$ cat config.mk
export PLATFORM = sky130hd
export DESIGN_NAME = risc_ctrl_fsm
export DESIGN_NICKNAME = d
export VERILOG_FILES = /design/src/rtl/risc_ctrl_pkg.sv /design/src/rtl/risc_ctrl_outdec.sv /design/src/rtl/risc_ctrl_fsm.sv
export SDC_FILE = /design/constraint.sdc
export NUM_CORES = 1
export LEC_CHECK = 0
export CORE_ASPECT_RATIO = 0.75
export CORE_MARGIN = 10
export CORE_UTILIZATION = 35
export DETAILED_ROUTE_END_ITERATION = 8
export GPL_TIMING_DRIVEN = 0
export PLACE_DENSITY_LB_ADDON = 0.25
export SLEW_MARGIN = 20
export SYNTH_ARGS = -nofsm -noshare
export SYNTH_HDL_FRONTEND = slang
export SYNTH_SLANG_ARGS = --single-unit
$ cat constraint.sdc
create_clock -name clk -period 4.2 [get_ports clk]
set_clock_uncertainty 0.05 [all_clocks]
set_input_delay 0.63 -clock clk [delete_from_list [all_inputs] [get_ports clk]]
set_output_delay 0.63 -clock clk [all_outputs]
set_load 0.05 [all_outputs]
$ cat src/rtl/risc_ctrl_pkg.sv
// Shared opcodes, state encoding and fetch-bus codes for the RISC control unit.
package risc_ctrl_pkg;

    localparam logic [2:0] OP_NOP = 3'd0;
    localparam logic [2:0] OP_LDO = 3'd1;
    localparam logic [2:0] OP_LDA = 3'd2;
    localparam logic [2:0] OP_STO = 3'd3;
    localparam logic [2:0] OP_PRE = 3'd4;
    localparam logic [2:0] OP_ADD = 3'd5;
    localparam logic [2:0] OP_LDM = 3'd6;
    localparam logic [2:0] OP_HLT = 3'd7;

    localparam logic [1:0] FETCH_NONE = 2'b00;
    localparam logic [1:0] FETCH_MEM  = 2'b01;
    localparam logic [1:0] FETCH_REG  = 2'b10;

    typedef enum logic [3:0] {
        S_IDLE, S_IF, S_PC1, S_OF, S_PC2, S_LD1, S_LD2,
        S_STR, S_STW, S_RDR, S_ACC, S_LDM1, S_LDM2, S_HALT
    } state_e;

endpackage

$ cat src/rtl/risc_ctrl_outdec.sv
// Datapath control decode from the current state and the latched opcode.
module risc_ctrl_outdec
    import risc_ctrl_pkg::*;
(
    input  state_e     state_i,
    input  logic [2:0] op_i,
    output logic       write_r_o,
    output logic       read_r_o,
    output logic       pc_en_o,
    output logic       ac_ena_o,
    output logic       ram_ena_o,
    output logic       rom_ena_o,
    output logic       ram_write_o,
    output logic       ram_read_o,
    output logic       rom_read_o,
    output logic       ad_sel_o,
    output logic [1:0] fetch_o,
    output logic       halted_o
);

    always_comb begin
        write_r_o   = 1'b0;
        read_r_o    = 1'b0;
        pc_en_o     = 1'b0;
        ac_ena_o    = 1'b0;
        ram_ena_o   = 1'b0;
        rom_ena_o   = 1'b0;
        ram_write_o = 1'b0;
        ram_read_o  = 1'b0;
        rom_read_o  = 1'b0;
        ad_sel_o    = 1'b0;
        fetch_o     = FETCH_NONE;
        halted_o    = 1'b0;
        case (state_i)
            S_IF, S_OF: begin
                rom_ena_o  = 1'b1;
                rom_read_o = 1'b1;
                fetch_o    = FETCH_MEM;
            end
            S_PC1, S_PC2: pc_en_o = 1'b1;
            S_LD1, S_LD2: begin
                write_r_o = 1'b1;
                ad_sel_o  = 1'b1;
                // LDA reads RAM; LDO (the only other opcode reaching here) reads ROM
                if (op_i == OP_LDA) begin
                    ram_ena_o  = 1'b1;
                    ram_read_o = 1'b1;
                end else begin
                    rom_ena_o  = 1'b1;
                    rom_read_o = 1'b1;
                end
            end
            S_STR, S_RDR: begin
                read_r_o = 1'b1;
                fetch_o  = FETCH_MEM;
            end
            S_STW: begin
                ram_ena_o   = 1'b1;
                ram_write_o = 1'b1;
                ad_sel_o    = 1'b1;
                fetch_o     = FETCH_REG;
            end
            S_ACC: begin
                ac_ena_o = 1'b1;
                fetch_o  = FETCH_MEM;
            end
            S_LDM1, S_LDM2: begin
                write_r_o = 1'b1;
                ac_ena_o  = 1'b1;
            end
            S_HALT:  halted_o = 1'b1;
            default: ;
        endcase
    end

endmodule

$ cat src/rtl/risc_ctrl_fsm.sv
// Fetch/decode/execute sequencer with opcode latch, illegal-opcode trap and retire counter.
// Optional RISC_CTRL_MEMRDY_EN: memory wait states hold until mem_rdy.
module risc_ctrl_fsm
    import risc_ctrl_pkg::*;
#(
    parameter int unsigned INS_W = 3,
    parameter int unsigned CNT_W = 16
) (
    input  logic             clk,
    input  logic             rst,
    input  logic [INS_W-1:0] ins,
    input  logic             mem_rdy,
    input  logic             resume,
    output logic             write_r,
    output logic             read_r,
    output logic             PC_en,
    output logic             ac_ena,
    output logic             ram_ena,
    output logic             rom_ena,
    output logic             ram_write,
    output logic             ram_read,
    output logic             rom_read,
    output logic             ad_sel,
    output logic [1:0]       fetch,
    output logic             halted,
    output logic             ill_op,
    output logic             retire,
    output logic [CNT_W-1:0] instr_cnt
);

    state_e             state_q, state_d;
    logic [INS_W-1:0]   ir_q;
    logic               ill_q;
    logic [CNT_W-1:0]   cnt_q;
    logic               rdy;
    logic               ins_illegal;
    logic               retire_c;
    logic               unused_ir;

`ifdef RISC_CTRL_MEMRDY_EN
    assign rdy = mem_rdy;
`else
    logic unused_mem_rdy;
    assign unused_mem_rdy = mem_rdy;
    assign rdy            = 1'b1;
`endif

    assign ins_illegal = (ins >> 3) != '0;
    assign unused_ir   = ^ir_q;

    always_comb begin
        state_d = state_q;
        case (state_q)
            S_IDLE: state_d = S_IF;
            S_IF:   if (rdy) state_d = S_PC1;
            S_PC1: begin
                if (ins_illegal) state_d = S_HALT;
                else begin
                    case (ins[2:0])
                        OP_NOP:         state_d = S_IF;
                        OP_HLT:         state_d = S_HALT;
                        OP_PRE, OP_ADD: state_d = S_RDR;
                        OP_LDM:         state_d = S_LDM1;
                        default:        state_d = S_OF;
                    endcase
                end
            end
            S_OF:   if (rdy) state_d = S_PC2;
            S_PC2:  state_d = (ir_q[2:0] == OP_STO) ? S_STR : S_LD1;
            S_LD1:  if (rdy) state_d = S_LD2;
            S_LD2:  state_d = S_IF;
            S_STR:  state_d = S_STW;
            S_STW:  if (rdy) state_d = S_IF;
            S_RDR:  state_d = S_ACC;
            S_ACC:  state_d = S_IF;
            S_LDM1: state_d = S_LDM2;
            S_LDM2: state_d = S_IF;
            S_HALT: if (resume) state_d = S_IF;
            default: state_d = S_IDLE;
        endcase
    end

    // Retire is masked by reset so an aborted instruction never reports completion.
    always_comb begin
        retire_c = 1'b0;
        case (state_q)
            S_PC1:                retire_c = !ins_illegal && (ins[2:0] == OP_NOP || ins[2:0] == OP_HLT);
            S_LD2, S_ACC, S_LDM2: retire_c = 1'b1;
            S_STW:                retire_c = rdy;
            default:              retire_c = 1'b0;
        endcase
        retire_c = retire_c & rst;
    end

    always_ff @(posedge clk) begin
        if (!rst) begin
            state_q <= S_IDLE;
            ir_q    <= '0;
            ill_q   <= 1'b0;
            cnt_q   <= '0;
        end else begin
            state_q <= state_d;
            if (state_q == S_PC1) ir_q <= ins;
            if (state_q == S_PC1 && ins_illegal) ill_q <= 1'b1;
            else if (state_q == S_HALT && resume) ill_q <= 1'b0;
            if (retire_c) cnt_q <= cnt_q + 1'b1;
        end
    end

    risc_ctrl_outdec u_outdec (
        .state_i     (state_q),
        .op_i        (ir_q[2:0]),
        .write_r_o   (write_r),
        .read_r_o    (read_r),
        .pc_en_o     (PC_en),
        .ac_ena_o    (ac_ena),
        .ram_ena_o   (ram_ena),
        .rom_ena_o   (rom_ena),
        .ram_write_o (ram_write),
        .ram_read_o  (ram_read),
        .rom_read_o  (rom_read),
        .ad_sel_o    (ad_sel),
        .fetch_o     (fetch),
        .halted_o    (halted)
    );

    assign ill_op    = ill_q;
    assign retire    = retire_c;
    assign instr_cnt = cnt_q;

endmodule

==> After elaboration in Yosys (flattened, before gate mapping) <==
Cells that the tools add are included.
{ "totals": {"reg_bits": 23, "in_bits": 7, "out_inout_bits": 31} }
{ "op_classes": {"addsub": 1, "eq_ne": 20, "mux": 18, "bitwise_logic": 1, "n_reduce_logical": 14} }
{ "op_table": {"columns": ["op", "count"], "rows": [
  ["one-hot mux 4 bit (10 select lines)", 1],
  ["== test 4 bit (second input constant)", 6],
  ["adder 16 x 1 -> 16 bit (second input constant)", 1],
  ["== test 4 x 3 -> 1 bit (second input constant)", 4],
  ["one-hot mux 4 bit (4 select lines)", 1],
  ["== test 3 bit (second input constant)", 4],
  ["2-to-1 mux 1 bit", 10],
  ["OR reduction 2 bit", 5],
  ["OR reduction 5 bit", 2],
  ["== test 4 x 2 -> 1 bit (second input constant)", 2],
  ["OR reduction 4 bit", 2],
  ["== test 3 x 2 -> 1 bit (second input constant)", 2],
  ["one-hot mux 1 bit (2 select lines)", 3],
  ["OR reduction 3 bit", 2],
  ["== test 4 x 1 -> 1 bit (second input constant)", 1],
  ["zero test 4 bit", 1],
  ["2-to-1 mux 4 bit", 1],
  ["one-hot mux 2 bit (2 select lines)", 1],
  ["zero test 3 bit", 1],
  ["2-to-1 mux 2 bit", 1],
  ["inequality test 2 bit (second input constant)", 1],
  ["bitwise AND 1 bit", 1],
  ["logical OR 1 bit", 1]
]} }

==> Logic depth before layout (Yosys ltp) <==
{ "depth": {"ltp_word": 4, "depth_mapped": 7, "depth_no_buf": 4} }

==> Hierarchy <==
Synthesis repeated with hierarchy kept, for this count alone.
{ "hier_totals": {"hier_cells": 195, "hier_area_um2": 1592.8} }
{ "by_module_without_submodules": {"columns": ["module", "instances", "cells_per_inst", "area_per_inst_um2", "seq_area_each_um2"], "rows": [
  ["risc_ctrl_fsm", 1, 156, 1316.3, 460.4],
  ["risc_ctrl_outdec", 1, 39, 276.5, 0.0]
]} }

==> Worst setup path after synthesis <==
OpenSTA, ideal clock, no wires.
{ "synth_path": {"path_kind": "input port to output port", "start": "in ins[2]", "end": "out retire", "t_arrival_ps": 2673, "slack_ps": 847, "path_stages": 5, "cell_sequence": "or3_1 -> a311o_1 -> buf_2 -> clkbuf_1 -> nor3_1"} }
{ "synth_via": {"elab_chain_len": 4, "elab_cells_between_ends": 5, "cone_classes": "eq/ne (1); mux (1); bitwise (1); reduce/logical (2)"} }
{ "synth_rtl": {"columns": ["item", "line_no", "text"], "rows": [
  ["from (decl)", "risc_ctrl_fsm.sv:11", "input logic [INS_W-1:0] ins,"],
  ["== test 3 bit or zero test 3 bit (tied branches)", "risc_ctrl_fsm.sv:87", "S_PC1: retire_c = !ins_illegal && (ins[2:0] == OP_NOP || ins[2:0] == OP_HLT);"],
  ["logical OR 1 bit *", "risc_ctrl_fsm.sv:87", null],
  ["one-hot mux 1 bit (2 select lines) *", "risc_ctrl_fsm.sv:86", "case (state_q)"],
  ["bitwise AND 1 bit *", "risc_ctrl_fsm.sv:92", "retire_c = retire_c & rst;"],
  ["to (decl)", "risc_ctrl_fsm.sv:27", "output logic retire,"]
]} }
Every way passes the cells marked *; elsewhere a longest branch is shown, timed or not.

==> Worst setup path in the final report <==
Same ends and word-level chain as after synthesis.

==> results.cfg <==
[finish]
synthToLayoutAreaGrowth_pct = 33.2
drive_gt1_share_pct = 3.13
antenna_cells = 0
nFillCells = 400
nets = 233
regArea_sq_um = 460
multi_input_area_sq_um = 830

[min_path]
hold_class = flip-flop to flip-flop

[sta]
hold_viol = 0
worst_pin_slew_ns = 0.657
fin_tns_setup_ns = 0
rsz0062_at_grt = no
maxSlewHeadroom_pct = 56.1
setup-violations-final = 0
period_share_pct = 88.0
slew_viol_final = 0
timing.fmax_mhz = 271
layout_setup_ws_ns = 0.505
period_needed_ns = 3.69

[worst_setup_path]
crit_required_ns = 3.52
critPathKind = input port to output port
crit_path_end_kind = output port
cp_max_fo = 10
cp.arrival_ns = 3.01
start_kind = input port

[logic_synthesis]
yosys-top-cells-area = dfxtp_1, a21oi_1, o31ai_1
synth_edf_count = 0
synthDistinctLibCells = 35
synth_top_cell_area_share_pct = 33.0
synth.net_count = 193
synthCells = 185
synth_seq_cells = 23
avgSynthCellArea_sq_um = 7.55
yosys_warnings = 0
synthArstFlopShare_pct = 0
netlist_area_sq_mm = 0.00140
synth_top_area_cell = dfxtp_1
ys_seq_area_share_pct = 33.0
synth-main-ff-cell = dfxtp_1
synthTopCellsByCount = a21oi_1, dfxtp_1, nor2_1, o31ai_1

[drt]
wl_per_cell_um = 14.2
dr.pass1.iters = 4
drc_errors = 0
ant_nets = 0
vias = 1483
drt_wl_total_um = 3920
post_drt_via_cell_ratio = 5.37
drt-initial-drc-count = 92

[floorplan]
initial_core_util_pct = 37.2
pin_count = 38
rows = 19
die_w_um = 92.9
die_area_sq_mm = 0.00694
coreArea_sq_mm = 0.00376
die_y_um = 74.7

[cts]
root_buffer = clkbuf_8
clkTransAtPathRegs_ns = 0.08
cts_tree = built
ctsLongestPathBuffers = 2
post_cts_buffers = 0
cts_buffers = 3
clock-sinks = 23
insertion_delay_ns = 0.27
htree_num_levels = 1
cts.repair.resized = 0
cts_hold_buf = 0

[global_routing]
grtUsageTotal_pct = 11.7
overflow = 0
grt_first_pass_wirelength_um = 6800
grt_pass1_vias = 1367
antenna_found_initial = 0
grt_max_degree = 14

[pwr]
p_leak_uw = 0.000607
p_per_area_mw_per_mm2 = 243
worst_ir_drop_vdd_uv = 168

[job]
drv_cap = 0

[placement]
gp_routability_congestion = 0.800
pre_cts_slack_ns = 0.141
place_hpwl_um = 2940
port-buffer-count = 35

[outcome]
run_status = finished, final reports clean
-- through the flow --
step | cells | hold slack [ns] | utilization, % | cell area (sq um) | total power (uW)
finish | 276 | 0.425 | 49.5 | 1860 | 451
floorplan | 185 | 0.425 | - | 1400 | 289
global placement | 272 | 0.415 | 48.2 | 1810 | 319
detailed placement | 272 | 0.412 | 48.2 | 1810 | 318
global route | 276 | 0.471 | 49.5 | 1860 | 477
CTS | 276 | 0.426 | 49.5 | 1860 | 456
-- cell usage in the layout (no fill, tap or decap), types with 3 or more instances in the layout --
cell,synthesis,final
a21oi_1,23,23
and2_1,3,3
and3_1,3,3
buf_1,4,4
clkbuf_1,11,11
clkbuf_8,0,3
clkdlybuf4s50_1,0,34
dfxtp_1,23,23
inv_1,8,8
mux2i_1,6,6
nand2_1,10,10
nand2b_1,4,4
nand3_1,8,8
nand4_1,5,5
nor2_1,12,12
nor3b_1,4,4
o21ai_0,9,9
o31ai_1,12,12
or3_1,4,4
or4_1,11,11
-- sequential cells by signal (all words and copies together) (netlist names) --
| signal | count |
|---|---|
| instr_cnt | 16 |
| state_q | 4 |
| ir_q | 3 |
-- worst paths after layout --
| kind | startpoint | end | slack (ns) | cells past startpoint |
|---|---|---|---|---|
| hold reg to reg | instr_cnt[15] | instr_cnt[15] | 0.42 | 2 |
| setup reg to reg | state_q[3] | instr_cnt[4] | 2.03 | 7 |
| setup / recovery | ins[2] | retire | 0.51 | 7 |
| hold / removal | instr_cnt[15] | instr_cnt[15] | 0.42 | 2 |
-- logic make-up after synthesis --
| logic type | share of synthesized area [%] |
|---|---|
| compound gates | 21.7 |
| xor+xnor | 1.25 |
| fa+ha+maj | 0.896 |
| buf+inv | 7.62 |
| flops | 33.0 |
| mux | 4.30 |
| other cells | 0.269 |
| simple gates | 31.0 |
-- layout make-up --
type	count	area share, %
buffer	18	4.10
clock buffer	3	2.22
clock inverter	1	0.269
inverter	8	1.61
multi-input combinational	136	44.6
sequential	23	24.7
tap	52	3.50
timing repair buffer	35	19.0
-- critical path, cell delays in order --
cell	delay, ns
clkdlybuf4s50_1	0.51
or3_1	0.41
a311o_1	0.33
buf_2	0.20
clkbuf_1	0.26
nor3_1	0.21
dlymetal6s2s_1	0.45
-- layer usage --
layer	share of wire, %	vias to the layer above	global-route usage (%)
met4	0.36	0	1.37
met2	43	43	17.3
met1	50	676	16.2
met5	0	-	0
li1	-	762	-
met3	6.7	2	4.37
-- where the power goes --
part / switching [uW] / internal, uW
clock: 71.6 / 66.3
combinational: 59.0 / 29.5
sequential: 3.57 / 222
Power figures use the tool's default switching activity.
